### config.mk
export PLATFORM = sky130hd
export DESIGN_NAME = mem_ctrl
export DESIGN_NICKNAME = d
export VERILOG_FILES = /design/src/rtl/mem_ctrl.sv
export SDC_FILE = /design/constraint.sdc
export NUM_CORES = 1
export LEC_CHECK = 0
export ABC_AREA = 0
export CORE_AREA = 2 2 269 271
export DETAILED_ROUTE_END_ITERATION = 10
export DIE_AREA = 0 0 271 273
export SLEW_MARGIN = 20
export SYNTH_ARGS = -nofsm -noshare
export SYNTH_HDL_FRONTEND = slang
export SYNTH_SLANG_ARGS = --single-unit
### constraint.sdc
create_clock -name clk -period 3.5 [get_ports clk]
set_input_delay 0.7 -clock clk [delete_from_list [all_inputs] [get_ports clk]]
set_output_delay 0.7 -clock clk [all_outputs]
set_load 0.02 [all_outputs]
### src/rtl/mem_ctrl.sv
// rtl/mem_ctrl.sv - byte-wide RAM/IO port arbiter serving instruction block fills and LSB loads/stores
// Optional round-robin arbitration between fetch and LSB: define MEM_CTRL_RR_ARB_EN.
module mem_ctrl #(
  parameter int         BLK_BYTES  = 64,
  parameter logic [1:0] IO_ADDR_HI = 2'b11
) (
  input  logic                   clk,
  input  logic                   rst,
  input  logic                   rdy,
  input  logic [7:0]             mem_din,
  output logic [7:0]             mem_dout,
  output logic [31:0]            mem_a,
  output logic                   mem_wr,
  input  logic                   io_buffer_full,
  input  logic                   rollback,
  input  logic                   if_en,
  input  logic [31:0]            if_pc,
  output logic                   if_done,
  output logic [BLK_BYTES*8-1:0] if_data,
  input  logic                   lsb_en,
  input  logic                   lsb_wr,
  input  logic [31:0]            lsb_addr,
  input  logic [1:0]             lsb_len,
  input  logic [31:0]            lsb_wdata,
  output logic                   lsb_done,
  output logic [31:0]            lsb_rdata
);
  localparam int LOG = $clog2(BLK_BYTES);

  typedef enum logic [1:0] {IDLE, IF_RD, LS_RD, LS_WR} state_t;

  state_t                 r_state;
  logic [LOG-1:0]         r_cnt;
  logic [LOG-1:0]         r_last;
  logic [31:0]            r_a;
  logic [7:0]             r_dout;
  logic                   r_wr;
  logic [31:0]            r_wdata;
  logic                   r_if_done;
  logic                   r_lsb_done;
  logic [BLK_BYTES*8-1:0] r_if_data;
  logic [31:0]            r_lsb_rdata;

  logic           w_io_store;
  logic           w_lsb_go;
  logic           w_if_go;
  logic           w_pick_lsb;
  logic [LOG-1:0] w_n_m1;
  logic [1:0]     w_nidx;
  logic           w_unused;

  assign w_unused   = ^if_pc[LOG-1:0];
  assign w_io_store = lsb_wr && (lsb_addr[17:16] == IO_ADDR_HI);
  // A source whose done pulse is still high is skipped so its held en is not taken twice.
  assign w_lsb_go   = lsb_en && !r_lsb_done && !(w_io_store && io_buffer_full) && !rollback;
  assign w_if_go    = if_en && !r_if_done && !rollback;
  assign w_nidx     = r_cnt[1:0] + 2'd1;

  always_comb begin
    w_n_m1 = LOG'(3);
    case (lsb_len)
      2'b00:   w_n_m1 = LOG'(0);
      2'b01:   w_n_m1 = LOG'(1);
      default: w_n_m1 = LOG'(3);
    endcase
  end

`ifdef MEM_CTRL_RR_ARB_EN
  logic r_last_grant;  // 1 = LSB was served last
  assign w_pick_lsb = w_lsb_go && (!w_if_go || !r_last_grant);
`else
  assign w_pick_lsb = w_lsb_go;
`endif

  always_ff @(posedge clk) begin
    if (rst) begin
      r_state     <= IDLE;
      r_cnt       <= '0;
      r_last      <= '0;
      r_a         <= '0;
      r_dout      <= '0;
      r_wr        <= 1'b0;
      r_wdata     <= '0;
      r_if_done   <= 1'b0;
      r_lsb_done  <= 1'b0;
      r_if_data   <= '0;
      r_lsb_rdata <= '0;
`ifdef MEM_CTRL_RR_ARB_EN
      r_last_grant <= 1'b0;
`endif
    end else if (rdy) begin
      r_if_done  <= 1'b0;
      r_lsb_done <= 1'b0;
      case (r_state)
        IDLE: begin
          if (w_pick_lsb) begin
            r_cnt       <= '0;
            r_last      <= w_n_m1;
            r_a         <= lsb_addr;
            r_wdata     <= lsb_wdata;
            r_lsb_rdata <= '0;
            r_wr        <= lsb_wr;
            r_dout      <= lsb_wdata[7:0];
            r_state     <= lsb_wr ? LS_WR : LS_RD;
`ifdef MEM_CTRL_RR_ARB_EN
            r_last_grant <= 1'b1;
`endif
          end else if (w_if_go) begin
            r_cnt   <= '0;
            r_last  <= LOG'(BLK_BYTES - 1);
            r_a     <= {if_pc[31:LOG], {LOG{1'b0}}};
            r_wr    <= 1'b0;
            r_state <= IF_RD;
`ifdef MEM_CTRL_RR_ARB_EN
            r_last_grant <= 1'b0;
`endif
          end
        end
        IF_RD, LS_RD: begin
          if (rollback) begin
            r_state <= IDLE;
          end else begin
            // mem_din holds the byte addressed during the cycle that just ended.
            if (r_state == IF_RD)
              r_if_data[{r_cnt, 3'b000} +: 8] <= mem_din;
            else
              r_lsb_rdata[{r_cnt[1:0], 3'b000} +: 8] <= mem_din;
            r_a   <= r_a + 32'd1;
            r_cnt <= r_cnt + LOG'(1);
            if (r_cnt == r_last) begin
              r_state <= IDLE;
              if (r_state == IF_RD) r_if_done <= 1'b1;
              else                  r_lsb_done <= 1'b1;
            end
          end
        end
        LS_WR: begin
          // Stores are already committed, so rollback does not interrupt them.
          if (r_cnt == r_last) begin
            r_wr       <= 1'b0;
            r_lsb_done <= 1'b1;
            r_state    <= IDLE;
          end else begin
            r_a    <= r_a + 32'd1;
            r_dout <= r_wdata[{w_nidx, 3'b000} +: 8];
            r_cnt  <= r_cnt + LOG'(1);
          end
        end
        default: r_state <= IDLE;
      endcase
    end
  end

  assign mem_a     = r_a;
  assign mem_dout  = r_dout;
  assign mem_wr    = r_wr;
  assign if_done   = r_if_done;
  assign if_data   = r_if_data;
  assign lsb_done  = r_lsb_done;
  assign lsb_rdata = r_lsb_rdata;

endmodule

Word-level counts from Yosys, hierarchy flattened

Cells that the tools add are included.

Word-level logic and storage cells: 100
Output and inout bits: 587
Register bits: 633
Bits of input ports: 114

Bitwise operators: 1
Multiplexer cells: 41
Shifts and indexed selects: 5
Equality and inequality tests: 12
Add/subtract/negate cells: 5
Reductions and logical operators: 25

Operator list:

| operator                 | number |
|---|---|
| $bwmux 512               | 1 |
| $shift 8x11->512 const A | 1 |
| $shiftx 8x11->512        | 1 |
| $mux 32                  | 7 |
| $pmux 32 s3              | 1 |
| $pmux 32 s2              | 1 |
| $mux 6                   | 6 |
| $add 32x1->32 const B    | 1 |
| $bwmux 32                | 1 |
| $shift 8x7->32 const A   | 1 |
| $shiftx 32x6->8          | 1 |
| $shiftx 8x7->32          | 1 |
| $pmux 6 s3               | 1 |
| $mux 8                   | 2 |
| $pmux 8 s2               | 1 |
| $reduce_and 4->1         | 4 |
| $mux 1                   | 12 |
| $neg 9->11               | 1 |
| $ne 2x2->1 const B       | 5 |
| $mux 2                   | 4 |
| $logic_and 1x1->1        | 7 |
| $neg 5->7                | 1 |
| $add 6x1->6 const B      | 1 |
| $eq 2x2->1 const B       | 3 |
| other kinds (15)         | 24 |

Logic depth before layout (Yosys ltp)

Word-level depth: 8
Depth in mapped cells: 11
Gate-level depth less buffers: 7

Least setup slack after synthesis

Ideal clock, no wire load.

Path type: register to register
From: reg r_cnt[0]
To: reg r_if_data[139], in the netlist if_data[139]
Stages on the path, launching flop included: 10
Data required time: 3,428 ps
Library setup time: 72 ps
Buffers on the path: 2
Clock period less this slack: 2,934 ps
Arrival: 2,862 ps
Path slack: 566 ps
Cells stage by stage: dfxtp_1 > buf_2 > inv_1 > ha_1 > buf_4 > nor3b_1 > xor2_1 > nand4_4 > nor3_4 > mux2i_1

Longest elaborated chain between the ends: 3
Elaborated cells between the ends (all ways): 4
Classes of those cells: add/sub: 1; shift: 2; mux: 1

Ends and longest elaborated chain:

| what                                                  | line | source |
|---|---|---|
| from (decl)                                           | 33   | `logic [LOG-1:0] r_cnt;` |
| from (signal assigned)                                | 129  | `r_cnt <= r_cnt + LOG'(1);` |
| from (signal assigned)                                | 146  | `r_cnt <= r_cnt + LOG'(1);` |
| $neg 9->11 (*)                                        | 125  | `r_if_data[{r_cnt, 3'b000} +: 8] <= mem_din;` |
| $shiftx 8x11->512 or $shift 8x11->512 (tied branches) | 125  |  |
| $bwmux 512 (*)                                        | 125  |  |
| to (signal, indexed assignment)                       | 125  |  |
| to (decl)                                             | 41   | `logic [BLK_BYTES*8-1:0] r_if_data;` |

Every way passes the cells marked *; elsewhere a longest branch is shown, timed or not.
A chain may end at the register's enable or synchronous reset.

Final worst setup path

From: reg r_cnt[0]
To: reg r_if_data[508], in the netlist if_data[508]

The elaborated chain is that of the path after synthesis.

==> flow_summary_export.csv <==
group,metric,value,unit
outcome,outcome,"finished clean",
place,port-buffer-count,694,
min_path,min_to,"r_wdata[16]",
global_routing,antenna_found_initial,2,
worst_setup_path,critPathRequiredTime,4010,ps
layout,area_growth_syn_to_fin,41.8,%
power_and_ir_drop,power.density_cell_area,438,nW/um^2
route,vias,23100,
timing,fin_setup_tns,0,ps
floorplanning,die_x,271,um
yosys,synthCells,2715,
min_path,timing.hold.worst.start,"r_wdata[16]",
timing,hold_worst_slack,455,ps
floorplanning,die_h,273,um
timing,final_max_slew_viol_count,0,
yosys,synth-async-reset-ratio,0,%
clock_network,cts_sinks,630,
layout,most-common-layout-cells,"sky130_fd_sc_hd__clkdlybuf4s50_1, sky130_fd_sc_hd__nand2_1, sky130_fd_sc_hd__dfxtp_1",
global_routing,maximum_number_of_pins_on_one_net_before_global_route_repair,108,
worst_setup_path,reg2reg_setup_slack,250,ps
clock_network,cts_buffers,70,
timing,hold_viol,0,
timing,finalWorstSetupSlack,253,ps
worst_setup_path,type_of_element_launching_the_critical_path,"register",
clock_network,htree_num_levels,3,
yosys,synth-adder-area-share,0.535,%
layout,num-fill-cells,6448,
layout,most_common_library_cell_in_the_layout_ignoring_fill_and_taps,"sky130_fd_sc_hd__clkdlybuf4s50_1",
floorplanning,floorplan.die_area,74000,sq um
route,drtPass1Iterations,5,
place,post-place-cells,4282,
floorplanning,io_pins,701,
place,placed_wire_length_estimate,74700,um
worst_setup_path,worstRegToRegCells,7,
power_and_ir_drop,pwr-share-clk,47.3,%
yosys,ys_dominant_reg_cell,"sky130_fd_sc_hd__dfxtp_1",
layout,drive_above_1_share,8.92,%
clock_network,cts_post_setup_buffers_inserted,0,
clock_network,clkSlewWorstSetupHoldPaths,60,ps
timing,final.min_clock_period,3250,ps
clock_network,clk-insertion-delay-late,620,ps
clock_network,clockBufferDepth,3,
power_and_ir_drop,internal-power,12100,uW
power_and_ir_drop,power.sequential.fraction,45.6,%
floorplanning,placement_rows,98,
yosys,synth_compound_gate_area_share,7.72,%
global_routing,grt_use_total,26.7,%
timing,clock_skew,28.7,ps
timing,fin_crit_share,92.8,%
layout,final_net_count,3529,
min_path,min_path_type,"reg2reg",
timing,rsz_0062_raised_after_global_routing,"no",
yosys,mean_area_per_synthesized_cell,9.47,sq um
global_routing,wire_length_of_the_first_global_routing_pass,150000,um
yosys,synth_sequential_area_ratio,49.1,%
yosys,count_of_different_cell_masters_after_synthesis,74,
yosys,synth_simple_gate_area_share,18.5,%
yosys,synth_warnings,0,
yosys,postSynthRegisterBits,630,
min_path,whs_path_depth,2,
route,residual_antenna_violating_net_count_after_detailed_routing,0,
yosys,largest_family_of_logic_cells_by_synthesized_area,"multiplexers",
global_routing,gr-total-overflow,0,
timing,timing.slew.headroom,33.1,%
route,remaining_drc_errors,0,
timing,clock.fmax,308,MHz
yosys,post_synth_mux_area_share,20.7,%
route,detail_route.wirelength,103000,um
worst_setup_path,crit_fanout,22,
worst_setup_path,worst_ep_arrival,3760,ps
power_and_ir_drop,swShare,24.1,%
floorplanning,core,71000,sq um
power_and_ir_drop,power.ir.vdd_worst,323,uV
worst_setup_path,criticalPathCategory,"reg2reg",
yosys,synth-xor-area-share,0.273,%
route,post_drt_wl_per_cell,23.3,um
place,global_placer_s_final_weighted_congestion,0.858,
route,drt_first_iter_violations,1686,
place,dpl_worst_slack,108,ps
route,routed_via_density,5.24,
yosys,number_of_flops_mapped_to_enable_cells_by_yosys,0,
layout,antenna_cells_inserted,0,
floorplanning,effective_utilization_at_floorplan,36.2,%
clock_network,clock_tree_from_tritoncts,"yes",
power_and_ir_drop,static-leakage-power,0.0145,uW
worst_setup_path,cp_capture_type,"register",
layout,instances_no_fill,4403,
yosys,post_synth_instance_area,25700,sq um
clock_network,holdBufCountCts,0,
clock_network,root_buffer,"sky130_fd_sc_hd__clkbuf_16",
power_and_ir_drop,net-switching-power,3860,uW
global_routing,grt_pass1_vias,22700,
run,max-cap-violations,0,
worst_setup_path,r2r_start,"r_cnt[0]",
power_and_ir_drop,report.power.total,16000,uW
clock_network,cts_repair_resize_count,0,
worst_setup_path,reg2reg_to,"if_data[508]",
power_and_ir_drop,share_comb_of_total_power,7.1,%
timing,worst_slew_pin_slew,998,ps
yosys,mappedNetlistNets,2840,
timing,setup_viol,0,
layer usage:
metal | vias up | routed length (um) | global-route usage (%) | share of wire [%]
met3 | 142 | 6450 | 5.10 | 6.3
met1 | 11300 | 43100 | 33.5 | 42
met4 | 4 | 3450 | 9.84 | 3.4
met5 | - | 27 | 0 | 0.026
met2 | 828 | 49700 | 45.5 | 48
li1 | 10800 | - | - | -
synthesized netlist by cell type, types with 17 or more instances:
master / n / area share, %
sky130_fd_sc_hd__nor2_1: 66 / 0.96
sky130_fd_sc_hd__mux2i_1: 506 / 20
sky130_fd_sc_hd__nand3_1: 103 / 2.0
sky130_fd_sc_hd__clkbuf_1: 168 / 2.5
sky130_fd_sc_hd__nand2_1: 668 / 9.8
sky130_fd_sc_hd__o31ai_1: 36 / 1.1
sky130_fd_sc_hd__a31oi_1: 18 / 0.44
sky130_fd_sc_hd__nor3_1: 19 / 0.37
sky130_fd_sc_hd__inv_1: 17 / 0.25
sky130_fd_sc_hd__a21oi_1: 104 / 2.0
sky130_fd_sc_hd__nand4_1: 31 / 0.75
sky130_fd_sc_hd__o21ai_0: 39 / 0.76
sky130_fd_sc_hd__nand2b_1: 20 / 0.49
sky130_fd_sc_hd__dfxtp_1: 630 / 49
layout make-up:
class                      instances  area, sq um  share of cell area [%]
multi-input combinational       1871        12300                    33.8
sequential                       630        12600                    34.6
clock inverter                    17          289                   0.793
timing repair buffer             813         7900                    21.7
tap                              950         1190                    3.26
inverter                          18         75.1                   0.206
clock buffer                     104         2070                    5.68
power by group through the flow:
stage	clock [uW]	sequential (uW)	combinational, uW
floorplan	0	7480	559
global placement	0	7450	1110
detailed placement	0	7450	1130
CTS	7690	7290	1130
global route	7990	7300	1210
finish	7550	7300	1130
per-stage QoR:
step / cell area, sq um / util (%)
CTS: 36500 / 51.3
finish: 36500 / 51.4
global route: 36500 / 51.4
detailed placement: 34100 / 48.0
global placement: 34100 / 48.0
floorplan: 25700 / -
flip-flops by register name, indices dropped and copies added, names as in the netlist:
signal     cells
mem_dout       8
lsb_rdata     32
r_state        2
if_data      512
r_last         3
r_cnt          6
if_done        1
r_wdata       32
mem_a         32
mem_wr         1
lsb_done       1
worst max-delay path, cell delays in order, from the launching register on:
cell and delay, ps:
sky130_fd_sc_hd__dfxtp_1 460, sky130_fd_sc_hd__inv_1 190, sky130_fd_sc_hd__ha_1 340, sky130_fd_sc_hd__buf_4 260
sky130_fd_sc_hd__nor2_1 380, sky130_fd_sc_hd__and2_1 860, sky130_fd_sc_hd__nand2_1 330, sky130_fd_sc_hd__o31ai_1 320
worst max-delay path by stage:
| stage | start | to | slack [ps] | cells after the start |
|---|---|---|---|---|
| detailed placement | rollback | mem_a[29] | 110 | 7 |
| CTS | r_cnt[0] | if_data[508] | 310 | 7 |
| global placement | rollback | mem_a[29] | 150 | 7 |
| finish | r_cnt[0] | if_data[508] | 250 | 7 |
| floorplan | r_cnt[0] | if_data[139] | 570 | 9 |
| global route | r_cnt[0] | if_data[508] | 170 | 7 |
cell families (layout without fill, tap and decap cells):
logic type,after synthesis,in the layout
multiplexers,520,520
AND/OR/NAND/NOR,1032,1032
XOR/XNOR,8,8
AO/OA/AOI/OAI,300,300
buffers and inverters,214,952
adder cells (fa/ha/maj),11,11
flip-flops,630,630
Note: power is estimated with default switching activity, not from simulation.
